## src/rtl/window_filter_pipe.sv

```systemverilog
// window_filter_pipe: two-stage 3x3 window filter (mean, Gaussian, centre, minimum) with valid/ready flow control
module window_filter_pipe #(
    parameter int DW = 8,
    parameter int CH = 3
) (
    input  logic                 clk,
    input  logic                 rst_n,
    input  logic                 in_valid,
    output logic                 in_ready,
    input  logic [9*CH*DW-1:0]   in_win,
    input  logic [1:0]           in_mode,
    input  logic                 in_last,
    output logic                 out_valid,
    input  logic                 out_ready,
    output logic [CH*DW-1:0]     out_pix,
    output logic                 out_last
);
    localparam int SW = DW + 3;
    localparam int TW = DW + 4;
    logic       s1_valid;
    logic [1:0] s1_mode;
    logic       s1_last;
    logic       s2_adv;
    logic       s1_adv;
    assign s2_adv   = !out_valid || out_ready;
    assign s1_adv   = !s1_valid || s2_adv;
    assign in_ready = s1_adv;
    // Valid bits and sideband (mode, last) advance with their beat through both stages
    always_ff @(posedge clk or negedge rst_n) begin
        if (!rst_n) begin
            s1_valid  <= 1'b0;
            s1_mode   <= 2'd0;
            s1_last   <= 1'b0;
            out_valid <= 1'b0;
            out_last  <= 1'b0;
        end else begin
            if (s1_adv) s1_valid <= in_valid;
            if (in_valid && s1_adv) begin
                s1_mode <= in_mode;
                s1_last <= in_last;
            end
            if (s2_adv) out_valid <= s1_valid;
            if (s1_valid && s2_adv) out_last <= s1_last;
        end
    end
    for (genvar c = 0; c < CH; c++) begin : g_ch
        logic [DW-1:0] p [9];
        logic [SW-1:0] row_nx [3];
        logic [SW-1:0] row [3];
        logic [DW-1:0] ctr;
        logic [TW-1:0] s;
        logic [TW-1:0] m;
        logic [DW-1:0] avg, gau, q0, q1, q2, mn01, mn, res, o;
        for (genvar k = 0; k < 9; k++) begin : g_px
            assign p[k] = in_win[(k*CH+c)*DW +: DW];
        end
        for (genvar r = 0; r < 3; r++) begin : g_row
            logic [SW-1:0] box, wsum;
            logic [DW-1:0] lo;
            assign box       = SW'(p[3*r]) + SW'(p[3*r+1]) + SW'(p[3*r+2]);
            assign wsum      = SW'(p[3*r]) + (SW'(p[3*r+1]) << 1) + SW'(p[3*r+2]);
            assign lo        = (p[3*r] < p[3*r+1]) ? p[3*r] : p[3*r+1];
            assign row_nx[r] = (in_mode == 2'd3) ? SW'((lo < p[3*r+2]) ? lo : p[3*r+2]) :
                               (in_mode == 2'd1) ? ((r == 1) ? (wsum << 1) : wsum) : box;
        end
        // Stage 1 holds the three row partials and the centre pixel of this channel
        always_ff @(posedge clk or negedge rst_n) begin
            if (!rst_n) begin
                row <= '{default: '0};
                ctr <= '0;
            end else if (in_valid && s1_adv) begin
                row <= row_nx;
                ctr <= p[4];
            end
        end
        assign s    = TW'(row[0]) + TW'(row[1]) + TW'(row[2]);
        assign m    = s >> 3;
        assign avg  = DW'(m - (m >> 3));
        assign gau  = DW'(s >> 4);
        assign q0   = DW'(row[0]);
        assign q1   = DW'(row[1]);
        assign q2   = DW'(row[2]);
        assign mn01 = (q0 < q1) ? q0 : q1;
        assign mn   = (mn01 < q2) ? mn01 : q2;
        assign res  = (s1_mode == 2'd0) ? avg :
                      (s1_mode == 2'd1) ? gau :
                      (s1_mode == 2'd2) ? ctr : mn;
        // Stage 2 result register drives this channel's slice of out_pix
        always_ff @(posedge clk or negedge rst_n) begin
            if (!rst_n) o <= '0;
            else if (s1_valid && s2_adv) o <= res;
        end
        assign out_pix[c*DW +: DW] = o;
    end
endmodule

```

## config.mk

```make
export PLATFORM = sky130hd
export DESIGN_NAME = window_filter_pipe
export DESIGN_NICKNAME = d
export VERILOG_FILES = /design/src/rtl/window_filter_pipe.sv
export SDC_FILE = /design/constraint.sdc
export NUM_CORES = 1
export LEC_CHECK = 0
export ABC_AREA = 1
export BUFFER_PORTS_ARGS = -buffer_cell sky130_fd_sc_hd__buf_2
export CAP_MARGIN = 30
export CORE_MARGIN = 2
export CORE_UTILIZATION = 30
export CTS_BUF_LIST = sky130_fd_sc_hd__clkbuf_4 sky130_fd_sc_hd__clkbuf_8 sky130_fd_sc_hd__clkbuf_16
export DETAILED_ROUTE_END_ITERATION = 10
export PLACE_DENSITY = 0.57
export SLEW_MARGIN = 20
export SYNTH_ARGS = -nofsm -noshare
export SYNTH_HDL_FRONTEND = slang
export SYNTH_SLANG_ARGS = --single-unit
```

## constraint.sdc

```tcl
create_clock -name clk -period 6.7 [get_ports clk]
set_clock_uncertainty 0.15 [all_clocks]
set_input_delay 1.34 -clock clk [delete_from_list [all_inputs] [get_ports clk]]
set_output_delay 1.34 -clock clk [all_outputs]
set_load 0.05 [all_outputs]
```

; After elaboration in Yosys (flattened, before gate mapping)
; Cells that the tools add are included.
[op_classes]
addsub = 45
multipliers = 0
div_mod_pow = 0
order_cmp = 24
eq_ne = 4
shift = 0
muxes = 51
bitwise_logic = 0
reduce_logical = 7
[op_table]
columns = operator, count
row1 = $mux 8, 33
row2 = $mux 11, 18
row3 = $lt 8x8->1, 24
row4 = $add 8x9->10, 9
row5 = $add 9x8->10, 9
row6 = $add 8x8->9, 9
row7 = $add 10x8->11, 6
row8 = $add 11x11->12, 3
row9 = $add 12x11->12, 3
row10 = $add 10x8->10, 3
row11 = $sub 8x6->8, 3
row12 = $eq 2x1->1 const B, 2
row13 = $eq 2x2->1 const B, 2
row14 = $logic_and 1x1->1, 2
row15 = $logic_not 1->1, 2
row16 = $logic_not 2->1, 1
row17 = $logic_or 1x1->1, 2
[word_totals]
ff_bits = 153
latch_bits = 0
ramBits = 0
romBits = 0
word_cells = 151
memories = 0

; Depth between registers and ports, before layout
; Gate-level depths: netlist of run 1.
[depth]
word_depth = 7
depth_mapped = 27

; Worst setup path before layout of run 1
; OpenSTA, ideal clock, no wires.
[synth_path]
path_kind = input to register
startpoint = input in_win[35]
endpoint = register g_ch[1].row, in the netlist g_ch[1].q0[7]
setup_ns = 0.124
arrival_ns = 4.010
t_required_ns = 6.426
setup_slack_ns = 2.416
path_stages = 16
path_buffers = 1
path_cell_list = inv_1 ha_1 nand2_1 o21ai_1 nand4_1 nand2_1 clkbuf_1 nor2_1 a21oi_1 ha_1 a21oi_1 nor2_1 a211oi_1 nand2_2 o21ai_0 o21ai_1
[synth_between]
elab_chain_cells = 5
word_cells_on_any_way = 10
classes_between = add/sub (4) / order compare (2) / mux (4)
[synth_lines]
columns = item, line_no
row1 = from (decl), 10  ; input logic [9*CH*DW-1:0] in_win,
row2 = "parallel branches: the longest is 4 deep, another holds $add 10x8->11", -
row3 = $mux 11 (*), 63  ; assign row_nx[r] = (in_mode == 2'd3) ? SW'((lo < p[3*r+2]) ? lo : p[3*r+2]) :
row4 = to (signal assigned), 72  ; row <= row_nx;
row5 = to (decl), 49  ; logic [SW-1:0] row [3];
; Every way passes the cells marked *.
; A chain may end at the register's enable or synchronous reset.

; Worst setup path in the final report of run 1
[layout_path]
startpoint = input in_win[119]
endpoint = register g_ch[2].row, in the netlist g_ch[2].q1[3]
[layout_between]
elab_chain_cells = 5
[layout_lines]
columns = item, line_no
row1 = $lt 8x8->1, 62  ; assign lo = (p[3*r] < p[3*r+1]) ? p[3*r] : p[3*r+1];
row2 = $mux 8 (*), 62
row3 = $lt 8x8->1, 63
row4 = $mux 8 (*), 63
row5 = $mux 11 (*), 63
row6 = to (signal assigned), 72
row7 = to (decl), 49
; Mark *: on every way between the ends. The rest lies on a longest branch, timed or not.

==> impl_metrics.tcl, run 1 <==
set metrics [dict create \
    synth_cells 3311 \
    synth_nets 4086 \
    vias 22500 \
    synth_top_area_cell "ha_1" \
    finalMaxSlewViolations 0 \
    place_ws_ns 1.70 \
    synthMostInstantiatedCell "nand2_1" \
    crit_chain "buf_2, inv_1, ha_1, a21oi_1, o21a_1, nand2_1, o21ai_0, inv_1, ha_1, nand2_1, nor2_1, a211oi_1, nand2_2, nand2_1, nand3_1, a21oi_1" \
    ys_seq_area_share_pct 15.3 \
    grt_max_degree 72 \
    ant_nets 0 \
    clk_path_buf_depth 2 \
    gp_congestion 0.921 \
    path_max_fanout 15 \
    crit_type "in2reg" \
    numClockSinks 147 \
    hold_path_class "reg2reg" \
    combPwrFrac_pct 77.0 \
    worst_slew_pin_slew_ns 0.995 \
    min_period_ns 4.60 \
    antenna_found_initial 26 \
    fin_ws_ns 2.10 \
    synth_ff_type "dfrtp_1" \
    cp_common_cell "nand2_1" \
    synthesis.area_sq_um 24100 \
    final_util_pct 34.3 \
    synth_common_cells "608 x nand2_1, 496 x inv_1, 369 x ha_1" \
    grt-ovfl-total 0 \
    power.internal_w 0.00493 \
    core.rowCount 103 \
    timing.fmax_mhz 217 \
    cts_root_buf "clkbuf_16" \
    crit_arrival_ns 4.86 \
    finalNetCount 4299 \
    ios 250 \
    period_share_pct 68.7 \
    cp_slowest_cell "a211oi_1" \
    route.detailed.drc 0 \
    status "complete, no violations" \
    first_pass_iters 5 \
    drt-total-wl_um 80100 \
    p_sw_w 0.00604 \
    drt_iter0_drc 1341 \
    fin_area_sq_um 27200 \
    synth_top_family_by_area "adder cells" \
    setup_viol 0 \
    synth_top_area_share_pct 19.2 \
    syn_area_per_cell_sq_um 7.28 \
    numCtsBuffers 17 \
    dieHeight_um 287 \
    required_ns 6.96 \
    tns_ns 0 \
    hold_path_depth 2 \
    crit_path_end_kind "flop" \
    yosys_register_bits 147 \
    swShare_pct 55.0 \
    reg2reg_depth 19 \
    die_area_sq_um 82600 \
    grt_pass1_vias 22100 \
    cp-start-kind "input pin" \
    synth-compound-area-share_pct 17.4 \
    leakage_nw 13.9 \
    powerDensity_nw_per_um2 403 \
    synthToLayoutAreaGrowth_pct 12.9 \
    fillers 8580 \
    yosysWarnings 0 \
    max_cap_viol_count 0 \
    yosys.cell_types.count 52 \
    post_cts_buffers 0 \
    synthTopCellsByArea "ha_1 19%, dfrtp_1 15%, fa_1 15%" \
    start_util_pct 30.4 \
    rsz0062_at_grt "no" \
    pwr-share-seq_pct 13.2 \
    slew-limit-headroom_pct 33.3 \
    whs_ns 0.324 \
    peakVddDrop_v 0.000419 \
    pwr-share-clk_pct 9.8 \
    insertion_delay_ns 0.49 \
    muxShareOfSynthArea_pct 0 \
    dp_hpwl_um 66200 \
    ctsHoldBuffers 0 \
    via_per_inst 4.90 \
    cts_resized 0 \
    avgRoutedWirePerCell_um 17.4 \
    synthArstFlopShare_pct 100 \
    synth-xor-area-share_pct 2.38 \
    hold_viol_final 0 \
    track_usage_pct 19.7 \
    cts_tree "built" \
    cts.clk_slew.worst_paths_ns 0.07 \
    die_w_um 287 \
    placedInstanceArea_sq_um 26500 \
    synthAdderAreaFrac_pct 34.4 \
    placeableCoreArea_sq_um 79300 \
    drive_gt1_share_pct 10.8 \
    synth_enable_flop_cells 0 \
    portBuffers 249 \
    grt_pass1_wl_um 125000 \
    cp_slowest_stage_delay_ns 0.78 \
    htree_levels 4 \
    synth_simple_gate_area_share_pct 21.4 \
]
-- placed cells by master (no fill, tap or decap), types with 8 or more instances in the layout --
cell and count:
a211oi_1 31, a21o_1 9, a21oi_1 337, a221oi_1 16
a22oi_1 8, a31oi_1 18, buf_2 249, buf_4 20
clkbuf_16 17, dfrtp_1 147, fa_1 183, ha_1 369
inv_1 494, inv_2 8, nand2_1 607, nand2_2 31
nand3_1 152, nand3b_1 43, nand4_1 9, nor2_1 327
o211ai_1 14, o21a_1 11, o21ai_0 220, o21ai_1 23
o21bai_1 24, o22ai_1 22, or2_2 11, xnor2_1 19
xor2_1 41
-- power by group through the flow --
stage	registers, W	logic [W]	clock network, W
finish	0.00145	0.00844	0.00107
global route	0.00149	0.00966	0.00115
CTS	0.00145	0.00842	0.00112
detailed placement	0.00147	0.00838	0
global placement	0.00146	0.00832	0
floorplan	0.00159	0.00625	0
-- final timing paths --
path | from | endpoint | slack (ns)
min in group asynchronous | rst_n | g_ch[2].o[0] | 0.72
min reg2reg | g_ch[1].o[5] | g_ch[1].o[5] | 0.32
max | in_win[119] | g_ch[2].q1[3] | 2.10
max reg2reg | g_ch[1].q0[3] | g_ch[1].o[5] | 2.52
max in group asynchronous | rst_n | g_ch[0].q0[3] | 4.41
min | g_ch[1].o[5] | g_ch[1].o[5] | 0.32
-- cells by family (layout without fill, tap and decap cells) --
group,count (synthesis),in the layout
compound gates,753,753
xor+xnor,63,63
fa+ha+maj,552,552
buf+inv,579,805
flops,147,147
other cells,0,6
simple gates,1217,1217
-- per-stage QoR --
step	cells	power (W)
after floorplan	3311	0.00784
after global placement	4553	0.00979
after detailed placement	4554	0.00985
after CTS	4586	0.0110
after global routing	4590	0.0123
final	4593	0.0110
-- critical path, delay by kind of cell --
family | cells | cell delay (ns)
AOI/OAI and AO/OA | 5 | 1.70
and+or+nand+nor | 6 | 0.94
adders and majority gates | 2 | 0.60
buffers and inverters | 3 | 0.28
-- state kept, by name, indices dropped and copies added (netlist names) --
register / count
g_ch.q0: 24
s1_mode: 2
g_ch.q1: 24
g_ch.o: 24
g_ch.q2: 24
out_valid: 1
s1_last: 1
g_ch.ctr: 24
g_ch.row: 21
out_last: 1
s1_valid: 1
-- layer usage --
layer | wire (um) | share of wire (%) | global-route usage, % | vias to the layer above
li1 | - | - | - | 11400
met1 | 39400 | 49 | 27.8 | 10500
met2 | 35200 | 44 | 30.7 | 468
met3 | 3810 | 4.8 | 3.56 | 115
met4 | 1530 | 1.9 | 4.99 | 30
met5 | 195 | 0.24 | 0 | -
-- area by class of cell --
| cell class | count | area (sq um) | area share (%) |
|---|---|---|---|
| antenna | 6 | 15.0 | 0.0552 |
| multi-input combinational | 2585 | 18200 | 67.1 |
| clock inverter | 14 | 198 | 0.727 |
| inverter | 502 | 1880 | 6.93 |
| timing repair buffer | 271 | 1440 | 5.27 |
| tap | 1050 | 1310 | 4.83 |
| clock buffer | 18 | 439 | 1.61 |
| sequential | 147 | 3680 | 13.5 |
Note: power is estimated with default switching activity, not from simulation.
==> run 2, diff against run 1 <==
- ABC_AREA: 1 -> 0
- PLACE_DENSITY: 0.57 -> 0.59
- clock period: 6.7 -> 4.09 ns (I/O delays scaled with it)
==> run 2 against run 1 <==
Against the previous run: the flow now finishes with violations (negative setup slack); sequential power is 58% higher; via count is 0.13% higher; cell count is 3.0% lower; first-iteration DRC count is 4.5% lower; area after synthesis is 0.19% lower; register-to-register slack worse by 2.6 ns; critical path depth is 3 higher; final area is 19% higher; clock power is 62% higher; clock-buffer cell count is 1 higher; combinational power grew to 2.5 times the previous value; largest power group unchanged.
==> impl_metrics.tcl, run 2 <==
set metrics [dict create \
    die_area_sq_um 82400 \
    violations "negative setup slack" \
    crit_arrival_ns 4.43 \
    drive_gt1_share_pct 32.8 \
    first_pass_iters 5 \
    cp_slowest_cell "or3_4" \
    core.rowCount 103 \
    min_period_ns 4.24 \
    crit_type "in2reg" \
    fin_ws_ns -0.151 \
    numClockSinks 147 \
    crit_path_end_kind "flop" \
    cts_root_buf "clkbuf_16" \
    wl_met2_um 38100 \
    period_share_pct 104 \
    ctsHoldBuffers 0 \
    finalNetCount 4158 \
    setup_viol 10 \
    cts.clk_slew.worst_paths_ns 0.07 \
    synthArstFlopShare_pct 100 \
    met1_length_um 38700 \
    portBuffers 249 \
    r2r-start "g_ch[2].q1[2]" \
    synth_cells 2723 \
    synthesis.area_sq_um 24000 \
    worst_slew_pin_slew_ns 0.883 \
    synth_ff_type "dfrtp_1" \
    grt-ovfl-total 0 \
    final_common_cell "buf_4" \
    antenna_found_initial 25 \
    htree_levels 4 \
    powerDensity_nw_per_um2 774 \
    leakage_nw 15.7 \
    clk_path_buf_depth 2 \
    drt_iter0_drc 1281 \
    timing.fmax_mhz 236 \
    peakVddDrop_v 0.00123 \
    ios 250 \
    synth_common_cells "369 x ha_1, 331 x inv_1, 208 x a21oi_1" \
    numCtsBuffers 17 \
    status "finished, violations left" \
    finalMaxSlewViolations 0 \
    synth_nets 3498 \
    crit_chain "buf_12, inv_12, ha_4, nor2b_4, o21a_1, o21a_1, o2111ai_2, nand2_2, mux2_4, ha_4, a21o_1, a21o_1, a221o_1, or3_4, nor2_4, a31oi_2, mux2_4, a222oi_1, a21oi_1" \
    grt_max_degree 91 \
    track_usage_pct 19.5 \
    die_w_um 287 \
    dp_hpwl_um 68600 \
    final_cell_mix "442 x buf_4, 320 x ha_1, 315 x inv_1" \
    avgRoutedWirePerCell_um 18.5 \
    path_buf_inv 2 \
    reg2reg_depth 17 \
    top_layer "met5" \
    dieHeight_um 287 \
    yosysWarnings 0 \
    max_cap_viol_count 0 \
    gp_congestion 0.915 \
    hold_path_class "in2async" \
    placeableCoreArea_sq_um 79100 \
    grt_pass1_wl_um 126000 \
    route.detailed.drc 0 \
    place_ws_ns -0.801 \
    route.met3.wl_um 3990 \
    path_delay_family "compound AO/OA/AOI/OAI gates" \
    yosys.cell_types.count 97 \
    path_max_fanout 5 \
    grt_pass1_vias 22500 \
    vias 22500 \
    synthMostInstantiatedCell "ha_1" \
    synth_top_area_cell "ha_1" \
    r2r-end "g_ch[2].o[2]" \
    rsz0062_at_grt "yes" \
    drt-total-wl_um 82300 \
    insertion_delay_ns 0.46 \
    placedInstanceArea_sq_um 30000 \
    hold_viol_final 0 \
    start_util_pct 30.4 \
    via_per_inst 5.05 \
    fin_area_sq_um 32500 \
    r2r_slack_ns -0.10 \
    required_ns 4.28 \
    ant_nets 0 \
    slew-limit-headroom_pct 40.8 \
    synthToLayoutAreaGrowth_pct 35.2 \
    ys_seq_area_share_pct 15.3 \
    cts_tree "built" \
    yosys_register_bits 147 \
    synth_top_area_share_pct 19.2 \
    cp-start-kind "input pin" \
    fillers 7882 \
    syn_area_per_cell_sq_um 8.83 \
    synthTopCellsByArea "ha_1 19%, dfrtp_1 15%, fa_1 15%" \
    cp_slowest_stage_delay_ns 0.41 \
    synth_enable_flop_cells 0 \
]
## run 2: cell types whose count changed after synthesis, moves of 52 or more
cell     delta
nand3_1   -117
inv_1     -165
a21o_1     +88
a21oi_1   -129
nor2_1    -201
xnor2_1    +74
mux2_2     +71
mux2i_1    +52
nand2_1   -443
## run 2: worst max-delay path by stage
stage / startpoint / endpoint / cells after the start
6_report: in_win[25] / g_ch[0].q0[1] / 19
5_1_grt: in_win[25] / g_ch[0].q0[1] / 19
3_3_place_gp: in_win[25] / g_ch[0].q0[1] / 19
3_5_place_dp: in_win[25] / g_ch[0].q0[1] / 19
4_1_cts: in_win[25] / g_ch[0].q0[1] / 19
2_1_floorplan: in_win[25] / g_ch[0].q0[1] / 18
## run 2: cell type report
type | instances | area [sq um] | share of cell area, %
inverters | 334 | 1310 | 4.03
clock inverters | 12 | 180 | 0.554
clock buffers | 19 | 447 | 1.37
well taps | 1050 | 1310 | 4.04
repair buffers | 721 | 5070 | 15.6
diodes | 10 | 25.0 | 0.0770
multi-input cells | 2162 | 20500 | 63.0
flip-flops and latches | 147 | 3680 | 11.3
## run 2: cells by family after synthesis
kind of cell | after synthesis | synth area share [%]
buffers and inverters | 414 | 6.63
muxes | 136 | 6.17
and+or+nand+nor | 510 | 10.1
xor gates and xnor gates | 128 | 4.66
adders and majority gates | 556 | 34.6
AOI/OAI and AO/OA | 832 | 22.5
DFF | 147 | 15.3
## run 2: where the power goes
group	total, W	switching, W	internal, W
clock	0.00173	0.000693	0.00104
sequential	0.00229	0.000418	0.00187
combinational	0.0211	0.0106	0.0106
total	0.0252	0.0117	0.0135
## run 2: through the flow
stage | hold WS [ns] | util [%] | setup TNS, ns | instances | power, W
floorplan | 0.289 | - | -4.01 | 2723 | 0.0138
global placement | 0.309 | 37.9 | -27.86 | 4362 | 0.0193
detailed placement | 0.314 | 37.9 | -31.58 | 4362 | 0.0196
CTS | 0.330 | 39.0 | -0.352 | 4399 | 0.0220
global route | 0.168 | 41.1 | -4.68 | 4452 | 0.0272
finish | 0.143 | 41.1 | -0.505 | 4455 | 0.0252
## run 2: metal layers
layer,vias to the layer above,track usage [%]
met4,20,4.14
met1,10900,27.2
met5,-,0
met2,509,31.8
met3,95,3.13
li1,11000,-
## run 2: timing repair
item / in CTS / in global routing
resized for setup: 31 / 288
gates cloned: 0 / 1
setup buffers: 6 / 46
pin swaps: 27 / 166
setup endpoints to repair: 31 / 89
